`config.mk`:
```
export PLATFORM = sky130hd
export DESIGN_NAME = inst_field_fifo
export DESIGN_NICKNAME = d
export VERILOG_FILES = /design/src/rtl/inst_field_fifo.sv
export SDC_FILE = /design/constraint.sdc
export NUM_CORES = 1
export LEC_CHECK = 0
export CORE_ASPECT_RATIO = 0.5
export CORE_UTILIZATION = 50
export CTS_CLUSTER_SIZE = 30
export DETAILED_ROUTE_END_ITERATION = 16
export PLACE_DENSITY = 0.74
export SLEW_MARGIN = 20
export SYNTH_ARGS = -nofsm -noshare
export SYNTH_HDL_FRONTEND = slang
export SYNTH_SLANG_ARGS = --single-unit
```
`constraint.sdc`:
```
create_clock -name clk -period 2.8 [get_ports clk]
set_clock_uncertainty 0.1 [all_clocks]
set_input_delay 0.42 -clock clk [delete_from_list [all_inputs] [get_ports clk]]
set_output_delay 0.42 -clock clk [all_outputs]
set_load 0.05 [all_outputs]
```
`src/rtl/inst_field_fifo.sv`:
```
// inst_field_fifo: first-word fall-through FIFO of decoded {comp, inst} pairs
// with optional write-side NOP discard and sticky overflow.
module inst_field_fifo #(
  parameter int DEPTH    = 4,
  parameter int DROP_NOP = 1
) (
  input  logic                       clk,
  input  logic                       rst_n,
  input  logic                       in_valid,
  input  logic [5:0]                 in_comp,
  input  logic [2:0]                 in_inst,
  output logic                       in_ready,
  output logic                       out_valid,
  output logic [5:0]                 out_comp,
  output logic [2:0]                 out_inst,
  input  logic                       out_ready,
  output logic [$clog2(DEPTH):0]     count,
  output logic                       overflow,
  output logic [7:0]                 nop_drops
);

  localparam int PW = $clog2(DEPTH);
  localparam int CW = PW + 1;
  localparam logic [CW-1:0] FULL = CW'(DEPTH);

  logic [5:0]    comp_mem [DEPTH];
  logic [2:0]    inst_mem [DEPTH];
  logic [PW-1:0] wptr;
  logic [PW-1:0] rptr;
  logic [CW-1:0] cnt;
  logic [5:0]    hold_comp;
  logic [2:0]    hold_inst;
  logic          is_nop;
  logic          push;
  logic          pop;
  logic          drop;

  assign is_nop    = (DROP_NOP != 0) && (in_inst == 3'b000);
  assign in_ready  = cnt < FULL;
  assign out_valid = cnt != '0;
  assign push      = in_valid & in_ready & ~is_nop;
  assign drop      = in_valid & in_ready & is_nop;
  assign pop       = out_valid & out_ready;
  assign count     = cnt;

  // Head is read straight from storage; the hold copy covers the empty case.
  assign out_comp = out_valid ? comp_mem[rptr] : hold_comp;
  assign out_inst = out_valid ? inst_mem[rptr] : hold_inst;

  always_ff @(posedge clk) begin
    if (push) begin
      comp_mem[wptr] <= in_comp;
      inst_mem[wptr] <= in_inst;
    end
  end

  always_ff @(posedge clk or negedge rst_n) begin
    if (!rst_n) begin
      wptr      <= '0;
      rptr      <= '0;
      cnt       <= '0;
      overflow  <= 1'b0;
      nop_drops <= 8'h00;
      hold_comp <= 6'h00;
      hold_inst <= 3'h0;
    end else begin
      if (push)
        wptr <= wptr + PW'(1);
      if (pop)
        rptr <= rptr + PW'(1);
      unique case ({push, pop})
        2'b10:   cnt <= cnt + CW'(1);
        2'b01:   cnt <= cnt - CW'(1);
        default: cnt <= cnt;
      endcase
      if (in_valid && !in_ready)
        overflow <= 1'b1;
      if (drop && nop_drops != 8'hFF)
        nop_drops <= nop_drops + 8'h01;
      if (out_valid) begin
        hold_comp <= comp_mem[rptr];
        hold_inst <= inst_mem[rptr];
      end
    end
  end

endmodule

```
; Yosys cells after proc, flatten, opt, wreduce, memory -nomap -nowiden
; Memory sizes are Yosys's and may differ from the RTL's.
; Index checks and enable logic that the tools add are counted.
[classes]
n_addsub = 5
magnitude_cmp = 1
eq_ne = 3
muxes = 5
bitwise_logic = 5
reduce_logical = 6
[ops]
columns = op, n
row1 = 8-bit by 1-bit adder with 8-bit output (second input constant), 1
row2 = 8-bit inequality test (second input constant), 1
row3 = 6-bit 2-to-1 mux, 1
row4 = 3-bit case mux with 2 select lines, 1
row5 = 2-bit by 1-bit adder with 2-bit output (second input constant), 2
row6 = 1-bit bitwise AND, 4
row7 = 3-bit by 1-bit adder with 3-bit output (second input constant), 1
row8 = 3-bit logical NOT, 1
row9 = 3-bit < comparator (second input constant), 1
row10 = 3-bit 2-to-1 mux, 1
row11 = 3-bit nonzero test, 1
row12 = 3-bit by 1-bit subtractor with 3-bit output (second input constant), 1
row13 = 2-bit by 1-bit == test with 1-bit output (second input constant), 1
row14 = 2-bit == test (second input constant), 1
row15 = 1-bit logical AND, 2
row16 = 1-bit 2-to-1 mux, 2
row17 = 2-bit nonzero test, 1
row18 = 1-bit logical NOT, 1
row19 = 1-bit NOT, 1
[word_totals]
ff_bits = 25
ramBits = 36
out_inout_bits = 23
memories = 2
[mem_list]
columns = name, depth, word_bits, rd, rd_clocked_by_memory_dff, wr, line
row1 = comp_mem, 4, 6, 1, 0, 1, 26  ; logic [5:0] comp_mem [DEPTH];
row2 = inst_mem, 4, 3, 1, 0, 1, 27  ; logic [2:0] inst_mem [DEPTH];

; Depth between registers and ports, before layout
[depth]
ltp_word = 5
ltp_mapped = 10
ltp_nobuf = 9

; Least setup slack after synthesis
; No wires, ideal clock.
[synth_timing]
kind = reg-to-reg
startpoint = register cnt[2], in the netlist count[2]
endpoint = register cnt[2], in the netlist count[2]
setup_ns = 0.139
arrival_time_ns = 2.123
required_ns = 2.561
slack_ns = 0.438
path_stages_with_launch = 11
path_buffers = 1
period_less_slack_ns = 2.362
cell_sequence = dfrtp_1 nand2b_1 nor2b_1 clkbuf_1 inv_2 ha_1 inv_1 fa_1 xor2_1 nor2_1 xnor2_1
[synth_between]
elab_chain_cells = 5
elab_cells_between_ends = 11
[synth_lines]
columns = element, line
row1 = start: declaration, 30  ; logic [CW-1:0] cnt;
row2 = start signal: assignment, 72  ; 2'b10: cnt <= cnt + CW'(1);
row3 = start signal: assignment, 73  ; 2'b01: cnt <= cnt - CW'(1);
row4 = start signal: assignment, 74  ; default: cnt <= cnt;
row5 = 3-bit < comparator, 39  ; assign in_ready = cnt < FULL;
row6 = 1-bit bitwise AND (2 in a row), 41  ; assign push = in_valid & in_ready & ~is_nop;
row7 = 2-bit by 1-bit == test with 1-bit output / 2-bit == test (equally long branches), 71  ; unique case ({push, pop})
row8 = 3-bit case mux with 2 select lines / 2-bit nonzero test (equally long branches), --
; Several ways; a longest one is shown, not always the timed one.
; A chain may end at the register's enable or synchronous reset.

; Worst setup path after layout
[layout_timing]
startpoint = register cnt[0], in the netlist count[0]
endpoint = output out_valid
[layout_between]
elab_chain_cells = 1
[layout_lines]
columns = element, line
row1 = 3-bit nonzero test, 40  ; assign out_valid = cnt != '0;
row2 = end: declaration, 13  ; output logic out_valid,
; Every way passes these cells.

==> summary.md <==
| Metric | Value |
|---|---|
| Placer congestion estimate | `0.808` |
| Quantity of hold-fixing buffers added after cts | `0` |
| DRC | `0` |
| Worst-path clk slew | `0.06 ns` |
| Share of synthesized area occupied by flip-flops and latches | `68.5%` |
| Relative contribution of sequential cells to total power | `34.5%` |
| Class of the most critical setup path | `reg -> out` |
| Post-Place Cells | `247` |
| Final count of hold timing violations | `0` |
| Remaining global-route overflow | `0` |
| Global-route wire length before repair | `6.67 mm` |
| Arrival time at the worst endpoint | `2.00 ns` |
| Power density over the cells | `1180 nW/um^2` |
| Run status | `completed` |
| Multi-input combinational cell area | `738 sq um` |
| Number of rows in the core area | `17` |
| Core Box Area | `4590 sq um` |
| Clk sinks | `61` |
| Final critical-path required period | `2.52 ns` |
| Half-perimeter wire length after detailed placement | `2.71 mm` |
| Number of buffers inserted during clock tree synthesis | `9` |
| PnR worst setup slack | `0.278 ns` |
| Worst slew margin relative to its limit | `62.6%` |
| Type of element capturing the critical path | `primary output` |
| Capture endpoint of the worst hold path | `overflow` |
| Peak ir drop on the vdd network | `497 uV` |
| Worst-case setup slack after placement | `0.0419 ns` |
| Proportion of power drawn by combinational gates | `41.5%` |
| RSZ-0062 raised after global routing | `false` |
| Count of pins on the block boundary | `36` |
| Net Count, Synth | `166` |
| First-pass detailed-route iteration total | `5` |
| Count of antenna diodes in the layout | `0` |
| Vias/cell | `5.05` |
| Number of antenna violations at the first check in global routing | `0` |
| Worst Hold Depth | `1` |
| Final net count | `212` |
| Sw Share | `37.2%` |
| Die Span Y | `51.9 microns` |
| Area of the die | `5290 sq um` |
| Launch point of the worst hold path | `overflow` |
| Share of the clock period used by the worst path after layout | `90.1%` |
| Syn Area/Cell | `17.1 sq um` |
| All-Layer GR Usage | `18.9%` |
| Fmax | `397 MHz` |
| Lkg Pwr | `0.00122 uW` |
| Wirelength, routed | `4.09 mm` |
| Clock network fraction of total power | `24.0%` |
| Area growth syn-to-layout | `26.2%` |
| Cell area after synthesis | `2490 sq um` |
| Via count of the first global-routing pass | `1349` |
| Post-route non-filler standard cell count | `263` |
| Via count of the routed design | `1329` |
| Required time of the worst setup path | `2.28 ns` |
| Count of instances resized after the clock tree is built | `0` |
| Port-buffer cells | `35` |
| Worst R2R Setup Slack | `0.59 ns` |
| Final-report setup violation count | `0` |
| Post-synthesis instance total | `146` |
| P_sw | `1380 uW` |
| Root Buffer | `sky130_fd_sc_hd__clkbuf_8` |
| Ratio of cells with drive above 1 in the final layout | `23.4%` |
| Number of flip-flops and latches in the synthesized netlist | `61` |
| Internal portion of total power | `2330 uW` |
| CTS HTree Levels | `3` |
| Starting utilization of the core area | `54.2%` |
| R2R cell count | `8` |
| Maximum number of pins on one net before global-route repair | `26` |
| Count of buffers added by post-CTS timing repair for setup | `0` |
| Max cap viols | `0` |
| Antenna Nets Post-Route | `0` |
| Insertion delay of the later-clocked pin in the worst-skew pair | `0.33 ns` |
| Endpoint of the worst register-to-register path | `count[2]` |
| Detail-routed net length per standard cell | `15.6 microns` |
| Max-slew violations | `0` |
| Final-layout fill cell count | `326` |
| Distinct cell type count of the synthesized netlist | `33` |
| Reg2reg start | `count[0]` |
| Type of element launching the critical path | `flop` |
| Die Width | `102 microns` |
| Number of warnings issued by yosys | `0` |
| Worst min path class | `reg -> reg` |
| Buffer levels on the longest clock path | `2` |
| Critical path fanouts, max | `7` |
| Pin slew with the least headroom to its limit | `0.561 ns` |
| Setup Total Neg Slack | `0 ns` |
| Violation count after the first detailed-routing iteration | `37` |
| Sequential cell area in the final layout | `1710 sq um` |
| TritonCTS clock tree | `done` |
how the worst max path moves through the flow:
| stage | startpoint | end | slack [ns] |
|---|---|---|---|
| after CTS | count[0] | out_comp[5] | 0.23 |
| after floorplan | count[2] | count[2] | 0.44 |
| after global routing | count[0] | out_comp[5] | 0.18 |
| after global placement | in_inst[1] | count[2] | 0.12 |
| final | count[0] | out_valid | 0.28 |
| after detailed placement | in_inst[1] | count[2] | 0.04 |
metrics by stage:
step	hold WS, ns	instance area, sq um	power, uW	util, %
floorplan	0.0244	2490	2400	-
CTS	0.356	3140	3770	68.4
global route	0.382	3140	3900	68.4
finish	0.355	3140	3720	68.4
detailed placement	0.352	2920	2860	63.5
global placement	0.342	2920	2820	63.5
area by class of cell:
class,instances,area share [%]
repair buffers,39,11.4
clock inverters,6,3.22
well taps,66,2.63
flip-flops and latches,61,54.3
clock buffers,10,4.06
multi-input cells,73,23.5
inverters,8,0.955
cells in the mapped netlist:
master | number | area share (%)
sky130_fd_sc_hd__edfxtp_1 | 36 | 43
sky130_fd_sc_hd__dfrtp_1 | 25 | 25
sky130_fd_sc_hd__mux4_2 | 9 | 8.1
sky130_fd_sc_hd__mux2_2 | 8 | 3.6
sky130_fd_sc_hd__inv_1 | 7 | 1.1
sky130_fd_sc_hd__nand2_1 | 7 | 1.1
sky130_fd_sc_hd__ha_1 | 6 | 3.0
sky130_fd_sc_hd__xnor2_1 | 6 | 2.1
sky130_fd_sc_hd__and2_1 | 5 | 1.3
sky130_fd_sc_hd__mux2_1 | 4 | 1.8
sky130_fd_sc_hd__nand3_1 | 4 | 0.80
sky130_fd_sc_hd__and3_1 | 3 | 0.75
sky130_fd_sc_hd__a21oi_1 | 2 | 0.40
sky130_fd_sc_hd__buf_2 | 2 | 0.40
sky130_fd_sc_hd__clkbuf_1 | 2 | 0.30
sky130_fd_sc_hd__mux2i_1 | 2 | 0.80
sky130_fd_sc_hd__xor2_1 | 2 | 0.70
sky130_fd_sc_hd__a21o_1 | 1 | 0.30
sky130_fd_sc_hd__a31oi_1 | 1 | 0.25
sky130_fd_sc_hd__and2_0 | 1 | 0.25
sky130_fd_sc_hd__and4_1 | 1 | 0.35
sky130_fd_sc_hd__fa_1 | 1 | 0.80
sky130_fd_sc_hd__inv_2 | 1 | 0.15
sky130_fd_sc_hd__nand2b_1 | 1 | 0.25
sky130_fd_sc_hd__nand4_1 | 1 | 0.25
sky130_fd_sc_hd__nor2_1 | 1 | 0.15
sky130_fd_sc_hd__nor2_4 | 1 | 0.45
sky130_fd_sc_hd__nor2b_1 | 1 | 0.25
sky130_fd_sc_hd__nor3_4 | 1 | 0.65
sky130_fd_sc_hd__o21a_1 | 1 | 0.30
sky130_fd_sc_hd__o21ai_1 | 1 | 0.20
sky130_fd_sc_hd__or3_1 | 1 | 0.25
sky130_fd_sc_hd__or3_4 | 1 | 0.45
logic make-up (layout without fill, tap and decap cells):
family / after synthesis / after routing / share of synthesized area [%]
compound gates: 6 / 6 / 1.46
xor+xnor: 8 / 8 / 2.81
fa+ha+maj: 7 / 7 / 3.82
buf+inv: 12 / 63 / 1.91
flops: 61 / 61 / 68.5
mux: 23 / 23 / 14.4
simple gates: 29 / 29 / 7.18
critical path, stage by stage (launching register included):
cell and delay (ns):
sky130_fd_sc_hd__dfrtp_1 0.41, sky130_fd_sc_hd__or3_1 0.50, sky130_fd_sc_hd__clkdlybuf4s50_1 0.76
placed cells by master (no fill, tap or decap), drive strengths merged, types with 4 or more instances in the layout:
| cell type | instances |
|---|---|
| and2 | 6 |
| nand3 | 4 |
| inv | 8 |
| mux2 | 12 |
| dfrtp | 25 |
| ha | 6 |
| xnor2 | 6 |
| clkbuf | 10 |
| nand2 | 7 |
| edfxtp | 36 |
| mux4 | 9 |
| clkdlybuf4s50 | 26 |
| buf | 13 |
registers in the layout (all words and copies together) (netlist names):
register and flops:
nop_drops 8, overflow 1, hold_comp 6, rptr 2
wptr 2, inst_mem 12, count 3, hold_inst 3
comp_mem 24
metal layers:
metal  part of all wire [%]  global-route usage [%]  up-vias  wire length [microns]
met3                    5.6                    8.60        4                    229
li1                       -                       -      630                      -
met5                      0                       0        -                      0
met1                     46                    23.3      656                   1870
met2                     48                    29.3       39                   1950
met4                    1.0                    7.86        0                     42
power by group through the flow:
stage / Combinational (uW) / Clock (uW) / Sequential [uW]
global placement: 1530 / 0 / 1300
global route: 1640 / 957 / 1310
finish: 1540 / 893 / 1280
detailed placement: 1550 / 0 / 1300
CTS: 1560 / 916 / 1290
floorplan: 1000 / 0 / 1400
(Power assumes the default switching activity.)
